$ cat src/rtl/roulette_pkg.sv
// Shared definitions for the roulette game: state codes, random-number width,
// LFSR taps and the next-state function of the 16-bit Fibonacci LFSR.
package roulette_pkg;

   localparam logic [1:0] IDLE      = 2'b00;
   localparam logic [1:0] SPIN_FAST = 2'b01;
   localparam logic [1:0] SPIN_SLOW = 2'b10;
   localparam logic [1:0] HOLD      = 2'b11;

   localparam int RAND_W       = 5;
   localparam int BALANCE_INIT = 10;

   // Taps for x^16 + x^14 + x^13 + x^11 + 1
   localparam int LFSR_TAP_A = 15;
   localparam int LFSR_TAP_B = 13;
   localparam int LFSR_TAP_C = 12;
   localparam int LFSR_TAP_D = 10;

   function automatic logic [15:0] lfsr16_next(input logic [15:0] s);
      return {s[14:0], s[LFSR_TAP_A] ^ s[LFSR_TAP_B] ^ s[LFSR_TAP_C] ^ s[LFSR_TAP_D]};
   endfunction

endpackage

$ cat src/rtl/roulette_lfsr16.sv
// Free-running 16-bit Fibonacci LFSR, held at its seed while reset_n is low.
// Usable by any game mode that needs a pseudo-random source.
module roulette_lfsr16
   import roulette_pkg::*;
#(
   parameter logic [15:0] SEED = 16'hACE1
) (
   input  logic        i_clk,
   input  logic        i_reset_n,
   output logic [15:0] o_state
);

   logic [15:0] r_state;

   // LFSR state register
   always_ff @(posedge i_clk) begin
      if (!i_reset_n) begin
         r_state <= SEED;
      end else begin
         r_state <= lfsr16_next(r_state);
      end
   end

   assign o_state = r_state;

endmodule

$ cat src/rtl/roulette_wheel_spinner.sv
// Spins a decelerating wheel on a spin request edge, then presents the landing
// slot on o_randnum with o_result_valid until the game acknowledges it.
module roulette_wheel_spinner
   import roulette_pkg::*;
#(
   parameter int          SLOTS      = 32,
   parameter int          TICK_BASE  = 4,
   parameter int          MIN_STEPS  = 16,
   parameter int          SLOW_STEPS = 4,
   parameter logic [15:0] LFSR_SEED  = 16'hACE1
) (
   input  logic              i_clk,
   input  logic              i_reset_n,
   input  logic              i_spin_req,
   input  logic              i_result_ack,
   output logic [RAND_W-1:0] o_randnum,
   output logic              o_result_valid,
   output logic              o_spinning,
   output logic [RAND_W-1:0] o_wheel_pos
);

   localparam int TICK_W = $clog2(TICK_BASE * (SLOW_STEPS + 1) + 1);
   localparam int K_W    = $clog2(SLOW_STEPS + 2);

   logic [1:0]        r_state;
   logic [5:0]        r_steps_left;
   logic [TICK_W-1:0] r_tick;
   logic [K_W-1:0]    r_slow_k;
   logic [RAND_W-1:0] r_wheel_pos;
   logic [RAND_W-1:0] r_randnum;
   logic              r_result_valid;
   logic              r_spinning;
   logic              r_spin_req_q;

   logic [15:0]       w_lfsr;
   logic              w_unused_lfsr;
   logic              w_start;
   logic [5:0]        w_load;
   logic [31:0]       w_period;
   logic              w_step;
   logic [RAND_W-1:0] w_pos_inc;

   logic [1:0]        w_state_nxt;
   logic [5:0]        w_steps_nxt;
   logic [TICK_W-1:0] w_tick_nxt;
   logic [K_W-1:0]    w_slow_k_nxt;
   logic [RAND_W-1:0] w_pos_nxt;
   logic [RAND_W-1:0] w_rand_nxt;
   logic              w_valid_nxt;

   roulette_lfsr16 #(.SEED(LFSR_SEED)) u_lfsr (
      .i_clk     (i_clk),
      .i_reset_n (i_reset_n),
      .o_state   (w_lfsr)
   );

   assign w_unused_lfsr = ^w_lfsr[15:4];
   assign w_start       = i_spin_req & ~r_spin_req_q;
   assign w_load        = 6'(MIN_STEPS) + {2'b00, w_lfsr[3:0]};
   assign w_pos_inc     = (r_wheel_pos == RAND_W'(SLOTS - 1)) ? {RAND_W{1'b0}} : r_wheel_pos + 1'b1;
   assign w_step        = (32'(r_tick) == w_period - 32'd1);

   // Step period: constant in the fast phase, stretching by TICK_BASE per slow step
   always_comb begin
      w_period = 32'(TICK_BASE);
      if (r_state == SPIN_SLOW) begin
         w_period = 32'(TICK_BASE) * (32'(r_slow_k) + 32'd1);
      end else begin
         w_period = 32'(TICK_BASE);
      end
   end

   // Next-state and datapath decisions
   always_comb begin
      w_state_nxt  = r_state;
      w_steps_nxt  = r_steps_left;
      w_tick_nxt   = r_tick;
      w_slow_k_nxt = r_slow_k;
      w_pos_nxt    = r_wheel_pos;
      w_rand_nxt   = r_randnum;
      w_valid_nxt  = r_result_valid;
      case (r_state)
         IDLE: begin
            if (w_start) begin
               w_steps_nxt  = w_load;
               w_tick_nxt   = {TICK_W{1'b0}};
               w_slow_k_nxt = K_W'(1);
               w_state_nxt  = (w_load <= 6'(SLOW_STEPS)) ? SPIN_SLOW : SPIN_FAST;
            end else begin
               w_state_nxt = IDLE;
            end
         end
         SPIN_FAST, SPIN_SLOW: begin
            if (w_step) begin
               w_pos_nxt   = w_pos_inc;
               w_steps_nxt = r_steps_left - 6'd1;
               w_tick_nxt  = {TICK_W{1'b0}};
               if (r_state == SPIN_SLOW) begin
                  w_slow_k_nxt = r_slow_k + 1'b1;
                  if (r_steps_left == 6'd1) begin
                     w_state_nxt = HOLD;
                     w_rand_nxt  = w_pos_inc;
                     w_valid_nxt = 1'b1;
                  end else begin
                     w_state_nxt = SPIN_SLOW;
                  end
               end else if (r_steps_left == 6'(SLOW_STEPS + 1)) begin
                  w_state_nxt = SPIN_SLOW;
               end else begin
                  w_state_nxt = SPIN_FAST;
               end
            end else begin
               w_tick_nxt = r_tick + 1'b1;
            end
         end
         HOLD: begin
            // A start edge coinciding with the ack is dropped, not queued
            if (i_result_ack) begin
               w_valid_nxt = 1'b0;
               w_state_nxt = IDLE;
            end else begin
               w_state_nxt = HOLD;
            end
         end
         default: begin
            w_state_nxt = IDLE;
            w_valid_nxt = 1'b0;
         end
      endcase
   end

   // State and output registers
   always_ff @(posedge i_clk) begin
      if (!i_reset_n) begin
         r_state        <= IDLE;
         r_steps_left   <= 6'd0;
         r_tick         <= {TICK_W{1'b0}};
         r_slow_k       <= {K_W{1'b0}};
         r_wheel_pos    <= {RAND_W{1'b0}};
         r_randnum      <= {RAND_W{1'b0}};
         r_result_valid <= 1'b0;
         r_spinning     <= 1'b0;
         r_spin_req_q   <= 1'b0;
      end else begin
         r_state        <= w_state_nxt;
         r_steps_left   <= w_steps_nxt;
         r_tick         <= w_tick_nxt;
         r_slow_k       <= w_slow_k_nxt;
         r_wheel_pos    <= w_pos_nxt;
         r_randnum      <= w_rand_nxt;
         r_result_valid <= w_valid_nxt;
         r_spinning     <= (w_state_nxt == SPIN_FAST) || (w_state_nxt == SPIN_SLOW);
         r_spin_req_q   <= i_spin_req;
      end
   end

   assign o_randnum      = r_randnum;
   assign o_result_valid = r_result_valid;
   assign o_spinning     = r_spinning;
   assign o_wheel_pos    = r_wheel_pos;

endmodule

$ cat config.mk
export PLATFORM = sky130hd
export DESIGN_NAME = roulette_wheel_spinner
export DESIGN_NICKNAME = d
export VERILOG_FILES = /design/src/rtl/roulette_pkg.sv /design/src/rtl/roulette_lfsr16.sv /design/src/rtl/roulette_wheel_spinner.sv
export SDC_FILE = /design/constraint.sdc
export NUM_CORES = 1
export LEC_CHECK = 0
export BUFFER_PORTS_ARGS = -buffer_cell sky130_fd_sc_hd__buf_2
export CAP_MARGIN = 10
export CORE_ASPECT_RATIO = 0.9
export CORE_MARGIN = 3
export CORE_UTILIZATION = 59
export CTS_BUF_LIST = sky130_fd_sc_hd__clkbuf_16
export CTS_CLUSTER_SIZE = 25
export DETAILED_ROUTE_END_ITERATION = 10
export HOLD_SLACK_MARGIN = 0.06
export PLACE_DENSITY = 0.87
export SKIP_LAST_GASP = 1
export SLEW_MARGIN = 25
export SYNTH_ARGS = -nofsm -noshare
export SYNTH_HDL_FRONTEND = slang
export SYNTH_HIERARCHICAL = 1
export SYNTH_SLANG_ARGS = --single-unit
$ cat constraint.sdc
create_clock -name i_clk -period 3 [get_ports i_clk]
set_input_delay 0 -clock i_clk [delete_from_list [all_inputs] [get_ports i_clk]]
set_output_delay 0 -clock i_clk [all_outputs]
set_load 0.05 [all_outputs]
==> impl_metrics.toml, run 1 <==
[run_status]
status = "finished, final reports clean"

[placement]
post_dp_cell_area_mm2 = 0.00230
place_hpwl_um = 3160
gp_congestion = 0.924
port_buffers = 15
dp_cells = 290

[clock_tree]
clkSinkCount = 45
insertion_delay_ps = 280
cts_tree = "yes"
cts_made_buffers = 5
clk_pin_slew_ps = 60
clockRootBuffer = "clkbuf_16"
cts_max_level = 2
cts.path.max_buffers = 2

[worst_setup_path]
path_cells = "ha_2 -> xor2_2 -> nor3_1 -> ha_1 -> nand2_1 -> a2111oi_4 -> o2111a_4 -> o21ai_4 -> or4_1 -> a31oi_1"
cpPeakStageDelay_ps = 490
crit_type = "flip-flop to flip-flop"
crit_slowest_cell = "or4_1"
critPathTopFamily = "compound AO/OA/AOI/OAI gates"
worstSetupStartpointType = "flip-flop"
endpoint_kind = "flip-flop"
required_ps = 3210
worstPathMaxFanout = 11
cp_data_arrival_time_ps = 3050
path_buf_inv = 0

[final_layout]
final_cell_area_mm2 = 0.00250
utilization_pct = 72.4
layout.cells.most_common_list = "45 x dfxtp_1, 21 x nor2_1, 17 x nand2_1"
final_nets = 271
stdcell_count = 300
mostFrequentLayoutCell = "dfxtp_1"
areaGrowthSynthToFinish_pct = 14.9
drive_above_1_share_pct = 14.5
antenna_cells = 0

[die]
rows = 20
initial_core_util_pct = 63.0
die_area_mm2 = 0.00445
ioPinCount = 16
dieHeight_um = 63.6
core_mm2 = 0.00345
die_w_um = 70.0

[drt]
post_drt_wl_per_cell_um = 15.4
dr.first_iter.drc_count = 188
drc = 0
viasPerCell = 5.87
met3_length_um = 257
antenna_left = 0
drt_first_pass_iters = 4
wl_met1_um = 2100
vias = 1762
highest_layer = "met4"
route.met2.wl_um = 2170
wirelength_um = 4630

[logic_synthesis]
syn_avg_cell_area_um2 = 9.33
postSynthCellCount = 233
synth-seq-cells = 45
yosys_warnings = 6
netlist-cell-type-count = 48
yosysTopAreaCell = "dfxtp_1"
synth_fp_nets = 249
async_reset_ff_share_pct = 0
synthFlopType = "dfxtp_1"
synth_edf_count = 0
synth_area_mm2 = 0.00217
synth_top_area_share_pct = 41.4
synthTopCellsByArea = "dfxtp_1 41%, ha_1 6.9%, mux2i_1 5.1%"
yosysSeqAreaShare_pct = 41.4

[sta]
period_share_pct = 94.7
clock.fmax_mhz = 352
max_slew_margin_pct = 55.1
period_minus_slack_ps = 2840
hold_viol_final = 0
setup_viol = 0
maxSlewViolCount = 0
finClkSkew_ps = 5.60
setup_tns_ps = 0
tightest_slew_ps = 665

[global_route]
antenna_found_initial = 0
gr-total-overflow = 0
grt_max_degree = 31
grt_pass1_vias = 1633
grt_use_total_pct = 21.6
grt_first_pass_wirelength_um = 7590

[power_and_ir_drop]
power_density_mw_per_mm2 = 570
ir_drop_mv = 0.482
finalPower_mw = 1.42
leakagePower_nw = 1.07

[flow_run]
maxCapViolCount = 0

[hold_path]
hp-class = "primary input to flip-flop"
timing repair:
item,in CTS,in global routing
hold buffers,1,0
buffers inserted,0,1
gates resized for setup,0,3
endpoints found under the setup margin,0,1
endpoints found under the hold margin,2,0
worst paths after layout:
check	from	endpoint	slack [ps]	cells past startpoint
worst max register to register	r_slow_k[1]	r_steps_left[4]	160	10
worst min register to register	u_lfsr/o_state[4]	u_lfsr/o_state[5]	420	1
worst min-delay path	i_reset_n	u_lfsr/o_state[0]	130	2
worst max-delay path	r_slow_k[1]	r_steps_left[4]	160	10
routing by layer:
layer / global-route usage [%] / vias up
met5: 0 / -
met4: 8.61 / 0
met3: 6.54 / 13
met2: 34.0 / 53
met1: 27.6 / 846
li1: - / 850
state kept, by name, indices dropped and copies added, names as in the netlist:
register	cells
o_wheel_pos	5
r_tick	5
o_randnum	5
o_spinning	1
o_result_valid	1
r_slow_k	3
r_state	2
r_steps_left	6
r_spin_req_q	1
u_lfsr/o_state	16
cell families after synthesis:
logic type | Yosys count | share of synthesized area [%]
flip-flops | 45 | 41.4
XOR/XNOR | 12 | 4.83
AO/OA/AOI/OAI | 45 | 15.8
multiplexers | 11 | 5.06
AND/OR/NAND/NOR | 87 | 21.3
adder cells (fa/ha/maj) | 12 | 6.90
buffers and inverters | 21 | 4.66
power by group:
group          leakage, nW  internal, mW  switching, mW
logic                0.624        0.0667         0.0952
registers            0.369         0.631         0.0216
clock network       0.0775         0.389          0.220
total                 1.07          1.09          0.337
area by class of cell:
type / instances / area (um2)
clock buffer: 5 / 125
fill: 262 / 955
timing repair buffer: 23 / 138
inverter: 13 / 48.8
multi-input combinational: 167 / 1190
sequential: 45 / 901
clock inverter: 3 / 41.3
tap: 44 / 55.1
metrics by stage:
step | hold slack (ps) | setup WS, ps
after floorplan | 73.0 | 315
after global placement | 250 | 245
after detailed placement | 275 | 154
after CTS | 122 | 141
after global routing | 165 | -3.52
final | 131 | 158
cell usage after synthesis (2+ instances only):
cell,n
and3_1,2
xor2_1,7
dfxtp_1,45
nor2b_1,5
nand2_1,17
a211o_1,2
buf_6,3
nand4_1,3
inv_1,12
clkbuf_1,5
or3_1,4
nand3b_1,2
ha_1,12
o2111ai_1,2
o211ai_1,3
mux2i_1,11
a21o_1,2
a21oi_1,12
nand2b_1,7
o21ai_0,6
o32ai_1,2
nor2_1,21
a31oi_1,2
and2_1,11
nand3_1,5
o31ai_1,2
nor3_1,3
xnor2_1,5
Power figures use the tool's default switching activity.
==> run 2, diff against run 1 <==
--- a/config.mk
+++ b/config.mk
@@ -9,12 +9,12 @@
 export CAP_MARGIN = 10
 export CORE_ASPECT_RATIO = 0.9
 export CORE_MARGIN = 3
-export CORE_UTILIZATION = 59
+export CORE_UTILIZATION = 60
 export CTS_BUF_LIST = sky130_fd_sc_hd__clkbuf_16
 export CTS_CLUSTER_SIZE = 25
 export DETAILED_ROUTE_END_ITERATION = 10
 export HOLD_SLACK_MARGIN = 0.06
-export PLACE_DENSITY = 0.87
+export PLACE_DENSITY = 0.88
 export SKIP_LAST_GASP = 1
 export SLEW_MARGIN = 25
 export SYNTH_ARGS = -nofsm -noshare
==> constraint.sdc (replaced) <==
create_clock -name i_clk -period 3.7 [get_ports i_clk]
set_input_delay 0 -clock i_clk [delete_from_list [all_inputs] [get_ports i_clk]]
set_output_delay 0 -clock i_clk [all_outputs]
set_load 0.05 [all_outputs]
==> impl_metrics.toml, run 2 (synthesis gave the netlist of run 1 again) <==
[power_and_ir_drop]
ir_drop_mv = 0.403
p_int_mw = 0.810
finalPower_mw = 1.09
leakagePower_nw = 1.03
p_seq_share_pct = 48.7
netSwitchingPower_mw = 0.280
swShare_pct = 25.7
power.share.clock_pct = 40.1
power_density_mw_per_mm2 = 453
combPwrFrac_pct = 11.1

[sta]
clock.fmax_mhz = 313
period_share_pct = 86.4
tightest_slew_ps = 755
finClkSkew_ps = 2.28
setup_tns_ps = 0
layout_setup_ws_ps = 502
period_minus_slack_ps = 3200
max_slew_margin_pct = 48.9
maxSlewViolCount = 0
setup_viol = 0
rsz0062_at_grt = "false"
hold_viol_final = 0

[clock_tree]
insertion_delay_ps = 290
hold_buffers = 1
cts_setup_buffers = 0
clockRootBuffer = "clkbuf_16"
clkSinkCount = 45
cts_max_level = 2
cts_made_buffers = 5
cts.path.max_buffers = 2
cts_resized = 0
cts_tree = "yes"
clk_pin_slew_ps = 60

[die]
initial_core_util_pct = 63.4
die_w_um = 69.5
core_mm2 = 0.00343
dieHeight_um = 63.1
die_area_mm2 = 0.00438
ioPinCount = 16
rows = 20

[final_layout]
layout.cells.most_common_list = "45 x dfxtp_1, 21 x nor2_1, 17 x nand2_1"
utilization_pct = 70.2
drive_above_1_share_pct = 11.2
antenna_cells = 0
areaGrowthSynthToFinish_pct = 10.7
final_nets = 264
final_cell_area_mm2 = 0.00241
largest_reg_flops = 16
mostFrequentLayoutCell = "dfxtp_1"

[placement]
gp_congestion = 0.886
place_hpwl_um = 2870
post_dp_cell_area_mm2 = 0.00225
pre_cts_slack_ps = 540
port_buffers = 15

[run_status]
status = "finished, final reports clean"

[worst_setup_path]
worstPathMaxFanout = 11
cp_data_arrival_time_ps = 3390
endpoint_kind = "flip-flop"
crit_type = "flip-flop to flip-flop"
worstSetupStartpointType = "flip-flop"
required_ps = 3890

[drt]
dr.first_iter.drc_count = 139
drt_first_pass_iters = 4
antenna_left = 0
post_drt_wl_per_cell_um = 14.5
viasPerCell = 5.78
vias = 1694
drc = 0
wirelength_um = 4240

[global_route]
grt_first_pass_wirelength_um = 7310
grt_pass1_vias = 1595
grt_max_degree = 31
antenna_found_initial = 0
grt_use_total_pct = 20.7
gr-total-overflow = 0

[flow_run]
maxCapViolCount = 0

[hold_path]
hp-class = "primary input to flip-flop"
run 2: cell count changes in the layout (fill, tap and decap cells not counted), sizes merged:
cell	change
buf	-7
bufinv	-1
inv	+1
run 2: power by group through the flow:
| stage | Clock [mW] | Combinational [mW] | Sequential, mW |
|---|---|---|---|
| 2_1_floorplan | 0 | 0.0918 | 0.539 |
| 3_3_place_gp | 0 | 0.112 | 0.540 |
| 3_5_place_dp | 0 | 0.117 | 0.540 |
| 4_1_cts | 0.447 | 0.121 | 0.530 |
| 5_1_grt | 0.472 | 0.135 | 0.533 |
| 6_report | 0.438 | 0.121 | 0.531 |
run 2: cell type report:
| type | instances | area, um2 |
|---|---|---|
| inverters | 13 | 48.8 |
| fillers | 252 | 1020 |
| repair buffers | 16 | 85.1 |
| clock buffers | 5 | 125 |
| multi-input cells | 167 | 1170 |
| clock inverters | 3 | 20.0 |
| flip-flops and latches | 45 | 901 |
| well taps | 44 | 55.1 |
run 2: worst max-delay path, stage by stage, from the launching register on:
cell	delay [ps]
dfxtp_1	340
inv_1	90
ha_1	430
nand2_1	180
inv_1	110
ha_1	250
xnor2_1	160
a2111oi_4	360
o2111a_4	310
o21ai_2	140
or4_1	520
a31oi_1	200
run 2: path summary, 6_finish.rpt:
path / from / depth (start not counted) / slack, ps / end
setup reg to reg: r_state[0] / 11 / 500 / r_steps_left[4]
hold / removal: i_reset_n / 2 / 130 / u_lfsr/o_state[0]
setup / recovery: r_state[0] / 11 / 500 / r_steps_left[4]
hold reg to reg: u_lfsr/o_state[14] / 1 / 410 / u_lfsr/o_state[15]
run 2: metal layers:
metal | routed length (um) | up-vias | part of all wire [%] | GRT usage, %
met2 | 1920 | 39 | 45 | 31.8
met1 | 2000 | 803 | 47 | 27.7
met3 | 258 | 7 | 6.1 | 6.38
met4 | 59 | 0 | 1.4 | 7.32
li1 | - | 845 | - | -
met5 | 0 | - | 0 | 0
run 2: through the flow:
step | hold slack [ps] | instances
2_1_floorplan | 73.0 | 233
3_3_place_gp | 265 | 284
3_5_place_dp | 277 | 284
4_1_cts | 124 | 293
5_1_grt | 140 | 293
6_report | 134 | 293
==> run 3, diff against run 2 <==
==> constraint.sdc (replaced) <==
create_clock -name i_clk -period 3.7 [get_ports i_clk]
set_input_delay 0.37 -clock i_clk [delete_from_list [all_inputs] [get_ports i_clk]]
set_output_delay 0.37 -clock i_clk [all_outputs]
set_load 0.05 [all_outputs]
==> impl_metrics.toml, run 3 (synthesis gave the netlist of run 1 again) <==
[run_status]
status = "finished, final reports clean"

[clock_tree]
hold_buffers = 0
clkSinkCount = 45
clockRootBuffer = "clkbuf_16"
cts_setup_buffers = 0
cts.path.max_buffers = 2
cts_made_buffers = 5
insertion_delay_ps = 290
cts_tree = "yes"
clk_pin_slew_ps = 60
cts_max_level = 2
cts_resized = 0

[sta]
hold_viol_final = 0
max_slew_margin_pct = 49.1
setup_viol = 0
period_minus_slack_ps = 3200
maxSlewViolCount = 0
clock.fmax_mhz = 313
period_share_pct = 86.5
finClkSkew_ps = 3.43
tightest_slew_ps = 753
setup_tns_ps = 0
rsz0062_at_grt = "false"

[die]
die_w_um = 69.5
core_mm2 = 0.00343
initial_core_util_pct = 63.4
rows = 20
ioPinCount = 16
die_area_mm2 = 0.00438
dieHeight_um = 63.1

[final_layout]
final_nets = 263
stdcell_count = 292
largest_reg_flops = 16
final_cell_area_mm2 = 0.00240
mostFrequentLayoutCell = "dfxtp_1"
drive_above_1_share_pct = 11.3
layout.cells.most_common_list = "45 x dfxtp_1, 21 x nor2_1, 17 x nand2_1"
areaGrowthSynthToFinish_pct = 10.2
antenna_cells = 0

[global_route]
antenna_found_initial = 0
grt_use_total_pct = 20.7
grt_max_degree = 31
gr-total-overflow = 0
grt_first_pass_wirelength_um = 7310
grt_pass1_vias = 1595

[placement]
port_buffers = 15
dp_cells = 284
post_dp_cell_area_mm2 = 0.00225
gp_congestion = 0.886
place_hpwl_um = 2870

[power_and_ir_drop]
leakagePower_nw = 1.02
finalPower_mw = 1.09
power_density_mw_per_mm2 = 455
ir_drop_mv = 0.406

[worst_setup_path]
cpPeakStageDelay_ps = 520
path_cells = "inv_1 -> ha_1 -> nand2_1 -> inv_1 -> ha_1 -> xnor2_1 -> a2111oi_4 -> o2111a_4 -> o21ai_2 -> or4_1 -> a31oi_1"
required_ps = 3900
worstSetupStartpointType = "flip-flop"
crit_type = "flip-flop to flip-flop"
endpoint_kind = "flip-flop"
crit_slowest_cell = "or4_1"
worstPathMaxFanout = 11
path_buf_inv = 2
cp_data_arrival_time_ps = 3390
critPathTopFamily = "compound AO/OA/AOI/OAI gates"

[flow_run]
maxCapViolCount = 0

[hold_path]
hp-class = "primary input to flip-flop"

[drt]
post_drt_wl_per_cell_um = 14.5
drc = 0
antenna_left = 0
wirelength_um = 4240
vias = 1689
viasPerCell = 5.78
dr.first_iter.drc_count = 135
drt_first_pass_iters = 4
run 3: changes by cell type in the layout (fill, tap and decap cells not counted), sizes merged:
cell         before  now
dlygate4sd3       1    0
run 3: through the flow:
stage	util [%]	hold slack, ps	setup WS [ps]
after floorplan	-	386	1020
after global placement	65.7	392	744
after detailed placement	65.7	398	540
after CTS	69.9	344	513
after global routing	69.9	366	287
final	69.9	351	501
run 3: worst register-to-register path, stage by stage (launching register included):
cell	delay (ps)
dfxtp_1	340
inv_1	100
ha_1	440
nand2_1	180
inv_1	110
ha_1	250
xnor2_1	160
a2111oi_4	360
o2111a_4	310
o21ai_2	150
or4_1	520
a31oi_1	200
run 3: area by class of cell:
class / count / area, um2
Timing Repair Buffer: 15 / 75.1
Clock buffer: 5 / 125
Inverter: 13 / 48.8
Sequential cell: 45 / 901
Clock inverter: 3 / 20.0
Multi-Input combinational cell: 167 / 1170
Tap cell: 44 / 55.1
Fill cell: 253 / 1030
run 3: layer usage:
layer  up-vias  global-route usage, %  part of all wire, %
li1        844                      -                    -
met1       803                   27.7                   48
met2        35                   31.8                   45
met3         7                   6.38                  6.0
met4         0                   7.32                  1.4
met5         -                      0                    0
run 3: final timing paths:
| path | startpoint | to | slack (ps) | cells past startpoint |
|---|---|---|---|---|
| worst min register to register | u_lfsr/o_state[14] | u_lfsr/o_state[15] | 410 | 1 |
| worst max register to register | r_state[0] | r_steps_left[4] | 500 | 11 |
| worst min-delay path | i_spin_req | r_spin_req_q | 350 | 3 |
| worst max-delay path | r_state[0] | r_steps_left[4] | 500 | 11 |
run 3: power breakdown:
group          switching, mW  internal [mW]  total (mW)
combinational         0.0728         0.0477       0.120
sequential            0.0196          0.511       0.531
clock                  0.189          0.250       0.439
